`src/rtl/btn_counter_ctrl.sv`:
```
// Push-button counter controller: arbitrates clear/load/inc/dec presses to one
// counter operation per cycle and generates auto-repeat steps while inc/dec is held.
module btn_counter_ctrl #(
  parameter int WIDTH        = 8,
  parameter int REPEAT_DELAY = 25_000_000,
  parameter int REPEAT_RATE  = 5_000_000,
  parameter bit SATURATE     = 1'b0
) (
  input  logic             clk,
  input  logic             rst,
  input  logic             inc_down,
  input  logic             inc_held,
  input  logic             dec_down,
  input  logic             dec_held,
  input  logic             clr_down,
  input  logic             load_down,
  input  logic [WIDTH-1:0] load_val,
  output logic [WIDTH-1:0] out,
  output logic             step,
  output logic             dropped,
  output logic             at_max,
  output logic             at_min
);

  localparam int TMAX = (REPEAT_DELAY > REPEAT_RATE) ? REPEAT_DELAY : REPEAT_RATE;
  localparam int TW   = (TMAX > 1) ? $clog2(TMAX) : 1;
  localparam logic [TW-1:0] DLY_LAST  = TW'(REPEAT_DELAY - 1);
  localparam logic [TW-1:0] RATE_LAST = TW'(REPEAT_RATE - 1);

  typedef enum logic [1:0] {S_IDLE, S_DELAY, S_REPEAT} state_t;

  state_t          state;
  logic            owner_dec;
  logic [TW-1:0]   timer;

  logic press_inc, press_dec, both, any_down, drop_any;
  logic owner_held, rpt_fire, rpt_ok, do_inc, do_dec, can_inc, can_dec;

  always_comb begin
    any_down   = inc_down | dec_down | clr_down | load_down;
    both       = inc_down & dec_down;
    press_inc  = inc_down & ~dec_down & ~clr_down & ~load_down;
    press_dec  = dec_down & ~inc_down & ~clr_down & ~load_down;
    // any two simultaneous presses means at least one loses arbitration
    drop_any   = (clr_down & (load_down | inc_down | dec_down)) |
                 (load_down & (inc_down | dec_down)) | both;
    owner_held = owner_dec ? dec_held : inc_held;
    rpt_fire   = owner_held & (((state == S_DELAY) && (timer == DLY_LAST)) ||
                               ((state == S_REPEAT) && (timer == RATE_LAST)));
    rpt_ok     = rpt_fire & ~any_down;
    do_inc     = press_inc | (rpt_ok & ~owner_dec);
    do_dec     = press_dec | (rpt_ok & owner_dec);
    can_inc    = !SATURATE || (out != {WIDTH{1'b1}});
    can_dec    = !SATURATE || (out != '0);
  end

  assign at_max = (out == {WIDTH{1'b1}});
  assign at_min = (out == '0);

  always_ff @(posedge clk) begin
    if (rst) begin
      out       <= '0;
      step      <= 1'b0;
      dropped   <= 1'b0;
      state     <= S_IDLE;
      owner_dec <= 1'b0;
      timer     <= '0;
    end else begin
      step    <= 1'b0;
      dropped <= drop_any;
      if (clr_down) begin
        out  <= '0;
        step <= 1'b1;
      end else if (load_down) begin
        out  <= load_val;
        step <= 1'b1;
      end else if (do_inc && can_inc) begin
        out  <= out + WIDTH'(1);
        step <= 1'b1;
      end else if (do_dec && can_dec) begin
        out  <= out - WIDTH'(1);
        step <= 1'b1;
      end

      // a pending repeat step coinciding with clear/load is simply lost
      if (clr_down || load_down || both) begin
        state <= S_IDLE;
        timer <= '0;
      end else if (press_inc || press_dec) begin
        owner_dec <= press_dec;
        state     <= S_DELAY;
        timer     <= '0;
      end else begin
        case (state)
          S_DELAY, S_REPEAT: begin
            if (!owner_held) begin
              state <= S_IDLE;
              timer <= '0;
            end else if (rpt_fire) begin
              state <= S_REPEAT;
              timer <= '0;
            end else begin
              timer <= timer + TW'(1);
            end
          end
          default: begin
            state <= S_IDLE;
            timer <= '0;
          end
        endcase
      end
    end
  end

endmodule

```
`config.mk`:
```
export PLATFORM = sky130hd
export DESIGN_NAME = btn_counter_ctrl
export DESIGN_NICKNAME = d
export VERILOG_FILES = /design/src/rtl/btn_counter_ctrl.sv
export SDC_FILE = /design/constraint.sdc
export NUM_CORES = 1
export LEC_CHECK = 0
export ABC_AREA = 1
export BUFFER_PORTS_ARGS = -buffer_cell sky130_fd_sc_hd__clkbuf_2
export CAP_MARGIN = 5
export CORE_ASPECT_RATIO = 0.7
export CORE_MARGIN = 2
export CORE_UTILIZATION = 52
export DETAILED_ROUTE_END_ITERATION = 10
export PLACE_DENSITY = 0.76
export RECOVER_POWER = 25
export REMOVE_ABC_BUFFERS = 1
export SETUP_SLACK_MARGIN = 0.2
export SYNTH_ARGS = -nofsm -noshare
export SYNTH_HDL_FRONTEND = slang
export SYNTH_SLANG_ARGS = --single-unit
```
`constraint.sdc`:
```
create_clock -name clk -period 2.8 [get_ports clk]
set_clock_uncertainty 0.2 [all_clocks]
set_input_delay 0.56 -clock clk [delete_from_list [all_inputs] [get_ports clk]]
set_output_delay 0.56 -clock clk [all_outputs]
set_load 0.01 [all_outputs]
```
==> results.txt <==
status: finished, violations left
violated checks: setup timing
Sw Share: 0.282
Worst path top cell family by delay: buffers and inverters
Detailed Place HPWL: 4280 µm
P_leak: 1.37 nW
Final Hold Slack: 293 ps
cells along the critical path: inv_2, ha_4, nand2_2, nor2_2, nand2_1, nor2_2, nand2_1, nand2_2, nand4_1, buf_4, buf_6, buf_4, buf_6, buf_4, buf_6, buf_6, buf_4, buf_6, nand3_2, nand3_1, nand3_2, nand2_2, a21oi_2
final hold vios: 0
Seq/Total Area, Yosys: 0.341
Async SR Flop Fraction: 0
CP endpoint kind: flip-flop
total number of vias: 2498
number of global-route vias before repair: 2183
Placer Congestion: 0.945
Max Root-Sink Buffers: 2
placed cell area: 2700 µm²
routed len/inst: 14.8 µm
pre-CTS WS: -292 ps
n_diodes: 0
antenna violations before repair: 0
RSZ-0062 raised after global routing: true
fin crit period: 2940 ps
most used cell, CP: buf_6
yosys warns: 0
Final WS setup: -144 ps
Area growth, synth to finish: 40.7%
Reg power frac: 0.476
crit-path max FO: 2
Gate power share: 0.186
largest cells by area after synthesis: dfxtp_1, nand2_1, inv_1, nor2_1, a21oi_1
Worst-Skew Late Latency: 300 ps
f_max: 0.340 GHz
first-pass GRT wire length: 10000 µm
worst path required time: 2840 ps
fin nets: 432
Crit path buffers/inverters: 10
startpoint type of the worst setup path: flip-flop
Post-DRT Antenna Nets: 0
cts bufs inserted: 5
Seq cells post-synth: 38
Final Cycle Share: 1.05
Mapped Area: 2230 µm²
fin util: 0.781
total chip power: 1.18 mW
Max-cap violations: 0
syn avg cell area: 6.86 µm²
Min-Delay Path Class: in -> reg
CTS tree: built
die width: 82.3 µm
DR vias/cell: 5.44
clk slew on worst S/H paths: 70 ps
TritonCTS Sinks: 38
Pint: 849 µW
largest net degree at the start of global routing: 16
Rel. slew slack: 0.669
Initial Util: 0.555
Clock Power Share: 0.338
H-tree depth: 2
All-Layer GR Usage: 0.277
IO Pins: 28
main flop type after synthesis: dfxtp_1
DRT Wirelength: 6810 µm
reg2reg start: state[1]
Min-Delay Startpoint: rst
Crit-path slowest cell: dfxtp_2
root buf cell: clkbuf_8
drt pass-1 iters: 5
leading area contributor after synthesis: dfxtp_1
fraction of layout cells with a size suffix above 1: 0.349
Core ar.: 4020 µm²
port buffer count: 27
CP Class: reg -> reg
final instance area: 3140 µm²
Psw: 334 µW
Netlist cell types: 33
CP arrival: 2980 ps
final-report setup violation count: 5
highest cell delay on the worst timing path: 340 ps
Crit. Startpoint: state[1]
GRT overflow: 0
Placed Instances: 439
die area: 4840 µm²
Final Max Slew Viols: 0
Post-synth EDFFs: 0
Die Height: 58.8 µm
most common cell after layout, fill and taps aside: nand2_1
Synth top area share: 0.341
measured slew at the worst slew-check pin: 491 ps
Finished Layout Cells: 459
PD cells: 377 nW/µm²
Synth Instances: 325
DRC violations left: 0
most frequent cells in the layout: nand2_1, inv_1, buf_4
# rows: 19
setup TNS: -464 ps
peak supply drop: 0.000307 V
Hold Buf Count CTS: 0
Starting DRT DRC Count: 288
## area by class of cell
type	count	area, µm²
inverters	53	201
fillers	276	881
repair buffers	77	526
clock inverters	1	5.00
multi-input cells	231	1490
clock buffers	7	86.3
flip-flops and latches	38	768
well taps	52	65.1
## flip-flops by register name, summed over array words and instances, names as in the netlist
| register | flops |
|---|---|
| state | 2 |
| owner_dec | 1 |
| step | 1 |
| dropped | 1 |
| timer | 25 |
| out | 8 |
## logic make-up (layout without fill, tap and decap cells)
family | Yosys count | in the layout | share of synthesized area
XOR/XNOR | 6 | 6 | 0.0236
AND/OR/NAND/NOR | 159 | 159 | 0.338
AO/OA/AOI/OAI | 56 | 56 | 0.143
buffers and inverters | 56 | 138 | 0.0948
adder cells (fa/ha/maj) | 10 | 10 | 0.0595
flip-flops | 38 | 38 | 0.341
## layer usage
metal	global-route usage	vias to the layer above	wire length, µm
met3	0.0798	19	501
met5	0	-	0
met4	0.100	0	148
met2	0.406	104	3050
met1	0.387	1148	3100
li1	-	1227	-
## synthesized netlist by cell type (2+ instances only)
cell type  number
nand3_1        19
dfxtp_1        38
nor2_4          2
ha_1            9
nand4_1         8
clkbuf_1        2
nand2_1        62
o21ai_0        16
nor2_2          5
a31oi_1         4
nor3b_1         4
or2_2           2
xor2_1          4
nor3_1          7
o21a_1          4
nand2_2         3
a211oi_1        4
nand3_2         3
nor2_1         39
o31ai_1         2
xnor2_1         2
inv_1          52
nor4_1          2
a21oi_1        23
## power groups by stage
stage                     Sequential [mW]  Combinational [mW]  Clock [mW]
final                               0.564               0.220       0.399
after global placement              0.573               0.161           0
after detailed placement            0.573               0.165           0
after global routing                0.564               0.237       0.417
after CTS                           0.563               0.188       0.398
after floorplan                     0.574              0.0880           0
## final timing paths
kind	endpoint	slack (ps)	cells after the start
min	dropped	290	2
max reg2reg	out[7]	-140	23
max	out[7]	-140	23
min reg2reg	owner_dec	300	2
## timing repair
item / in CTS / in global routing
pin swaps: 18 / 21
resized for setup: 30 / 32
buffers inserted: 9 / 3
setup endpoints to repair: 5 / 6
(Power assumes the default switching activity.)
